**src/rtl/dram_port_responder_pkg.sv**
```systemverilog
// Shared definitions for the two-hart DRAM port responder: access codes,
// FSM encoding and the latched request record.
package dram_port_responder_pkg;

  localparam int NHARTS = 2;

  localparam logic [2:0] LB  = 3'd0;
  localparam logic [2:0] LH  = 3'd1;
  localparam logic [2:0] LW  = 3'd2;
  localparam logic [2:0] LBU = 3'd4;
  localparam logic [2:0] LHU = 3'd5;

  typedef enum logic [1:0] {
    ST_IDLE  = 2'd0,
    ST_ISSUE = 2'd1,
    ST_WAIT  = 2'd2,
    ST_DONE  = 2'd3
  } state_e;

  typedef enum logic [1:0] {
    SZ_B = 2'd0,
    SZ_H = 2'd1,
    SZ_W = 2'd2
  } size_e;

  typedef struct packed {
    logic [31:0] addr;
    logic [31:0] wdata;
    logic [2:0]  ctrl;
    logic        we;
  } req_t;

  // Unsigned variants share the size of their signed twins; unknown codes act as word.
  function automatic size_e ctrl_size(input logic [2:0] ctrl);
    case (ctrl)
      LB, LBU: return SZ_B;
      LH, LHU: return SZ_H;
      default: return SZ_W;
    endcase
  endfunction

endpackage

```
**src/rtl/dram_port_responder_m_lane_align.sv**
```systemverilog
// Byte-lane steering for one access: store replication and strobes,
// load extraction with sign/zero extension, and the misalignment flag.
module dram_port_responder_m_lane_align
  import dram_port_responder_pkg::*;
(
  input  logic [1:0]  addr_lo_i,
  input  logic [2:0]  ctrl_i,
  input  logic [31:0] wdata_i,
  input  logic [31:0] rdata_i,
  output logic [31:0] wdata_o,
  output logic [3:0]  wstrb_o,
  output logic [31:0] rdata_o,
  output logic        misalign_o
);

  size_e       size;
  logic        sext;
  logic [7:0]  byte_sel;
  logic [15:0] half_sel;

  always_comb begin
    size       = ctrl_size(ctrl_i);
    sext       = (ctrl_i == LB) || (ctrl_i == LH);
    half_sel   = addr_lo_i[1] ? rdata_i[31:16] : rdata_i[15:0];
    byte_sel   = rdata_i[7:0];
    case (addr_lo_i)
      2'd1:    byte_sel = rdata_i[15:8];
      2'd2:    byte_sel = rdata_i[23:16];
      2'd3:    byte_sel = rdata_i[31:24];
      default: byte_sel = rdata_i[7:0];
    endcase

    wdata_o    = wdata_i;
    wstrb_o    = 4'b1111;
    rdata_o    = rdata_i;
    misalign_o = 1'b0;
    case (size)
      SZ_B: begin
        wdata_o = {4{wdata_i[7:0]}};
        wstrb_o = 4'b0001 << addr_lo_i;
        rdata_o = {{24{sext & byte_sel[7]}}, byte_sel};
      end
      SZ_H: begin
        wdata_o    = {2{wdata_i[15:0]}};
        wstrb_o    = addr_lo_i[1] ? 4'b1100 : 4'b0011;
        rdata_o    = {{16{sext & half_sel[15]}}, half_sel};
        misalign_o = addr_lo_i[0];
      end
      default: misalign_o = (addr_lo_i != 2'b00);
    endcase
  end

endmodule

```
**src/rtl/dram_port_responder.sv**
```systemverilog
// Memory-side responder for two hart DRAM ports: latches strobed requests,
// arbitrates round-robin onto one req/ack backing port and returns extended loads.
module dram_port_responder
  import dram_port_responder_pkg::*;
#(
  parameter int   ADDR_W  = 32,
  parameter logic RR_INIT = 1'b0
) (
  input  logic              CLK,
  input  logic              RST_X,
  input  logic [31:0]       w_h0_addr,
  input  logic [31:0]       w_h0_wdata,
  input  logic [2:0]        w_h0_ctrl,
  input  logic              w_h0_we,
  input  logic              w_h0_le,
  input  logic [31:0]       w_h1_addr,
  input  logic [31:0]       w_h1_wdata,
  input  logic [2:0]        w_h1_ctrl,
  input  logic              w_h1_we,
  input  logic              w_h1_le,
  output logic              w_h0_busy,
  output logic [31:0]       w_h0_odata,
  output logic              w_h1_busy,
  output logic [31:0]       w_h1_odata,
  output logic [31:0]       w_grant,
  output logic [1:0]        w_misalign,
  output logic              o_mem_req,
  output logic              o_mem_we,
  output logic [ADDR_W-1:0] o_mem_addr,
  output logic [31:0]       o_mem_wdata,
  output logic [3:0]        o_mem_wstrb,
  input  logic              i_mem_ack,
  input  logic [31:0]       i_mem_rdata
);

  req_t              req_in [NHARTS];
  req_t              lat_q  [NHARTS];
  req_t              cur;
  logic [NHARTS-1:0] strobe, cap;
  logic [NHARTS-1:0] pend_q, pend_d;
  state_e            state_q, state_d;
  logic              sel_q, sel_d;
  logic              rr_q, rr_d;
  logic [31:0]       odata_q [NHARTS];
  logic              od_we;
  logic [31:0]       od_val;
  logic              mem_req;
  logic [1:0]        mis_pulse;
  logic [31:0]       st_data, ld_data;
  logic [3:0]        st_strb;
  logic              misal;

  assign req_in[0] = '{addr: w_h0_addr, wdata: w_h0_wdata, ctrl: w_h0_ctrl, we: w_h0_we};
  assign req_in[1] = '{addr: w_h1_addr, wdata: w_h1_wdata, ctrl: w_h1_ctrl, we: w_h1_we};
  assign strobe    = {w_h1_we | w_h1_le, w_h0_we | w_h0_le};
  // A strobe arriving while that hart is still pending is dropped.
  assign cap       = strobe & ~pend_q;
  assign cur       = lat_q[sel_q];

  dram_port_responder_m_lane_align u_m_lane_align (
    .addr_lo_i  (cur.addr[1:0]),
    .ctrl_i     (cur.ctrl),
    .wdata_i    (cur.wdata),
    .rdata_i    (i_mem_rdata),
    .wdata_o    (st_data),
    .wstrb_o    (st_strb),
    .rdata_o    (ld_data),
    .misalign_o (misal)
  );

  always_ff @(posedge CLK) begin
    for (int h = 0; h < NHARTS; h++)
      if (cap[h]) lat_q[h] <= req_in[h];
  end

  always_comb begin
    state_d   = state_q;
    pend_d    = pend_q | cap;
    sel_d     = sel_q;
    rr_d      = rr_q;
    od_we     = 1'b0;
    od_val    = 32'd0;
    mem_req   = 1'b0;
    mis_pulse = 2'b00;
    case (state_q)
      // Arbitration sees this cycle's strobes so capture and selection share an edge.
      ST_IDLE: begin
        if (|pend_d) begin
          sel_d   = (&pend_d) ? rr_q : pend_d[1];
          state_d = ST_ISSUE;
        end
      end
      ST_ISSUE: begin
        if (misal) begin
          mis_pulse[sel_q] = 1'b1;
          od_we            = ~cur.we;
          state_d          = ST_DONE;
        end else begin
          mem_req = 1'b1;
          state_d = ST_WAIT;
        end
      end
      ST_WAIT: begin
        mem_req = 1'b1;
        if (i_mem_ack) begin
          od_we   = ~cur.we;
          od_val  = ld_data;
          state_d = ST_DONE;
        end
      end
      ST_DONE: begin
        pend_d[sel_q] = 1'b0;
        rr_d          = ~sel_q;
        state_d       = ST_IDLE;
      end
      default: state_d = ST_IDLE;
    endcase
  end

  always_ff @(posedge CLK or negedge RST_X) begin
    if (!RST_X) begin
      state_q    <= ST_IDLE;
      pend_q     <= '0;
      sel_q      <= RR_INIT;
      rr_q       <= RR_INIT;
      odata_q[0] <= 32'd0;
      odata_q[1] <= 32'd0;
    end else begin
      state_q <= state_d;
      pend_q  <= pend_d;
      sel_q   <= sel_d;
      rr_q    <= rr_d;
      if (od_we) odata_q[sel_q] <= od_val;
    end
  end

  assign w_h0_busy   = pend_q[0] | strobe[0];
  assign w_h1_busy   = pend_q[1] | strobe[1];
  assign w_h0_odata  = odata_q[0];
  assign w_h1_odata  = odata_q[1];
  assign w_grant     = {31'd0, sel_q};
  assign w_misalign  = mis_pulse;
  assign o_mem_req   = mem_req;
  assign o_mem_we    = mem_req & cur.we;
  assign o_mem_addr  = {cur.addr[ADDR_W-1:2], 2'b00};
  assign o_mem_wdata = st_data;
  assign o_mem_wstrb = (mem_req & cur.we) ? st_strb : 4'b0000;

endmodule

```
**config.mk**
```make
export PLATFORM = sky130hd
export DESIGN_NAME = dram_port_responder
export DESIGN_NICKNAME = d
export VERILOG_FILES = /design/src/rtl/dram_port_responder_pkg.sv /design/src/rtl/dram_port_responder_m_lane_align.sv /design/src/rtl/dram_port_responder.sv
export SDC_FILE = /design/constraint.sdc
export NUM_CORES = 1
export LEC_CHECK = 0
export CAP_MARGIN = 0
export CORE_AREA = 2 2 158 160
export CTS_CLUSTER_SIZE = 12
export DETAILED_ROUTE_END_ITERATION = 12
export DIE_AREA = 0 0 160 162
export PLACE_DENSITY = 0.79
export SYNTH_ARGS = -nofsm -noshare
export SYNTH_HDL_FRONTEND = slang
export SYNTH_SLANG_ARGS = --single-unit
```
**constraint.sdc**
```tcl
create_clock -name CLK -period 6.8 [get_ports CLK]
set_input_delay 1.36 -clock CLK [delete_from_list [all_inputs] [get_ports CLK]]
set_output_delay 1.36 -clock CLK [all_outputs]
set_load 0.01 [all_outputs]
```
==> metrics.md <==
| Metric | Value |
|---|---|
| Outcome | completed |
| Hold Vio Cnt, Final | 0 |
| Register area | around 5800 um^2 |
| Ys flop type | edfxtp_1 |
| Mapped Area | approximately 9600 um^2 |
| Library cells used by synthesis | 50 |
| Hold Path Stages | 2 |
| RSZ-0062 raised after global routing | false |
| Crit-path slowest cell | o31a_1 |
| DRT iter0 DRCs | between 500 and 600 |
| Number of enable flip-flop cells after synthesis | between 100 and 150 |
| Achievable Freq | ~0.18 GHz |
| Setup CP Type | reg2out |
| Tightest Pin Transition | roughly 1.2 ns |
| Crit-path cells | or3b_1 > o31a_1 > a21boi_0 > o211ai_1 > a21oi_1 > clkdlybuf4s50_1 |
| Synth warn | 0 |
| Syn Area/Cell | 13.3 um^2 |
| Flop-to-flop setup slack | 2.98 ns |
| Post-synth ARST share | 0.340 |
| CTS tree | built |
| Number of setup buffers added after CTS | 0 |
| Routed len/inst | between 20 and 25 um |
| IO buf count | slightly above 300 |
| Max-slew violation count | 0 |
| First-pass GRT wire length | ~46 mm |
| CTS Buf Count | 23 |
| Max FO, Critical Path | 51 |
| Final setup TNS | 0 ns |
| Critical Path Start | sel_q |
| DR vias/cell | around 5.5 |
| Initial antenna violation count | 2 |
| H-Tree Depth | 1 |
| Cts hold-fix bufs | 0 |
| Worst-path clk slew | approximately 0.060 ns |
| Worst R2R Start | sel_q |
| Clock period minus worst slack | 5.49 ns |
| Sequential area share after synthesis | 0.610 |
| Worst Reg2Reg Path Length in Cells | 5 |
| Final setup fails | 0 |
| Clk sinks | 206 |
| Die span in x | between 150 and 200 um |
| Total core area | between 20000 and 25000 um^2 |
| GRT overflow | 0 |
| Area occupied by multi-input gates | between 3000 and 4000 um^2 |
| Placer Congestion | around 0.84 |
| Worst VDD drop | about 300 uV |
| CP startpoint kind | register |
| Die Span Y | 162 um |
| Worst setup EP type | primary output |
| Drt drc | 0 |
| Die ar. | between 20000 and 30000 um^2 |
| Number of I/O pins | about 340 |
| Dominant cells by area after synthesis | edfxtp_1 (43%), dfrtp_1 (18%), o21ai_0 (6.2%) |
| Number of placed instances, taps included | 1305 |
| Area after DPL | about 13000 um^2 |
| Reg-to-reg critical path endpoint | w_h1_odata[16] |
| Worst hold-check path type | reg2reg |
| Layout fillers | around 2000 |
| Number of synthesized register bits | 206 |
| Share of cells above drive strength 1 | 0.137 |
| Yosys top cell area share | 0.427 |
| Crit path capture | o_mem_wstrb[0] |
| Nets | around 1200 |
| Final WL | roughly 30 mm |
| Layout Cells excl Fill | around 1300 |
| CTS resizes | 0 |
| Final Power | slightly below 0.006 W |
| Final core utilization | 0.560 |
| ANT nets after route | 0 |
| Number of global-route vias before repair | ~7700 |
| DRT Pass-1 Iters | 5 |
| Max-cap violations | 0 |
| Period utilization | 0.808 |
| Longest Clk Path Bufs | 3 |
| Cell taking the most area after synthesis | edfxtp_1 |
| Pin count of the biggest net entering global routing | a little over 70 |
| Area grow syn2layout | 40.9% |
| Worst-Skew Late Latency | between 0.5 and 0.6 ns |
| Vias after detailed routing | about 7400 |
| DP Wirelength | roughly 21 mm |
| Post-Route Skew | approximately 0.026 ns |
| Worst endpoint required time | around 5.4 ns |
| Static Leak | slightly below 5 nW |
| CP peak stage delay | ~0.87 ns |
| Initial core utilization | 0.397 |
| Relative slew slack | 0.195 |
| Root buffer cell | clkbuf_16 |
| CP Data Arrival Time | approximately 4.1 ns |
| Cell count after synthesis | 722 |
| GRT Total Usage | 0.231 |
| Cell area after layout | between 10000 and 15000 um^2 |
| Num rows | 57 |
| PD cells | about 430 nW/um^2 |
-- cells in the final DEF, fill, tap and decap left out, types with 14 or more instances in the layout --
master / Yosys / layout
nor2_1: 17 / 14
dfrtp_1: 70 / 69
clkdlybuf4s50_1: 0 / 308
mux2_2: 38 / 38
edfxtp_1: 136 / 136
clkbuf_16: 0 / 27
o31ai_1: 32 / 31
conb_1: 1 / 33
o31ai_2: 34 / 35
nand3_1: 15 / 15
a221oi_1: 14 / 14
mux2i_1: 30 / 30
inv_1: 16 / 16
o21ai_0: 118 / 118
a21oi_1: 14 / 14
-- kinds of logic after synthesis --
kind of cell / count (synthesis) / share of synthesized area
mux: 68 / 0.0761
fa+ha+maj: 5 / 0.00653
flops: 206 / 0.610
buf+inv: 107 / 0.0677
simple gates: 74 / 0.0413
other cells: 1 / 0.000392
compound gates: 261 / 0.199
-- state kept, by name (all words and copies together) (netlist names) --
register	flops
pend_q	2
w_h0_odata	32
lat_q	136
state_q	2
sel_q	1
rr_q	1
w_h1_odata	32
-- routing by layer --
| layer | vias to the layer above | wire, um | track usage |
|---|---|---|---|
| li1 | 3298 | - | - |
| met1 | 3616 | 11800 | 0.288 |
| met2 | 434 | 15000 | 0.401 |
| met3 | 46 | 2770 | 0.0580 |
| met4 | 0 | 753 | 0.0618 |
| met5 | - | 0 | 0 |
-- Yosys cell counts, drive strengths merged (2+ instances only) --
cell type,n
dfrtp,70
nand2,11
edfxtp,136
nor3,5
mux2i,30
buf,64
a221o,4
inv,16
o221ai,9
or2,3
nor2b,11
o21ai,118
nand3,15
ha,5
a221oi,16
clkbuf,27
mux2,38
o221a,8
a22oi,12
o21a,3
o31ai,66
a31oi,2
and2,4
nor2,18
a21oi,16
-- cell type report --
cell class | instances | area share
Sequential cell | 206 | 0.433
Multi-Input combinational cell | 441 | 0.241
Timing Repair Buffer | 318 | 0.234
Clock buffer | 38 | 0.0554
Tap cell | 324 | 0.0300
Inverter | 16 | 0.00445
Clock inverter | 4 | 0.00260
Antenna cell | 2 | 0.000371
-- stage by stage --
| stage | setup slack (ns) | hold WS [ns] |
|---|---|---|
| after floorplan | 2.04 | 0.480 |
| after CTS | 1.31 | 0.511 |
| after detailed placement | 1.88 | 0.498 |
| after global placement | 1.97 | 0.492 |
| final | 1.31 | 0.506 |
| after global routing | 1.17 | 0.550 |
-- where the power goes --
group,internal [W],leakage (nW),switching (W)
Sequential,0.00172,2.20,0.000221
Combinational,0.00118,2.36,0.00139
Clock,0.000755,0.385,0.000516
Total,0.00366,4.95,0.00212
-- critical path: cells and delay by family (launching register included) --
family,cells,cell delay (ns)
AOI/OAI and AO/OA,4,1.98
buffers and inverters,1,0.53
and+or+nand+nor,1,0.30
DFF,1,0.72
-- worst min-delay path by stage --
stage / to / slack [ns] / startpoint
detailed placement: w_h1_odata[17] / 0.50 / w_h1_odata[17]
finish: w_h1_odata[30] / 0.51 / w_h1_odata[30]
global route: w_h0_odata[1] / 0.55 / w_h0_odata[1]
CTS: w_h1_odata[17] / 0.51 / w_h1_odata[17]
floorplan: rr_q / 0.48 / rr_q
global placement: w_h1_odata[4] / 0.49 / w_h1_odata[4]
Power figures use the tool's default switching activity.
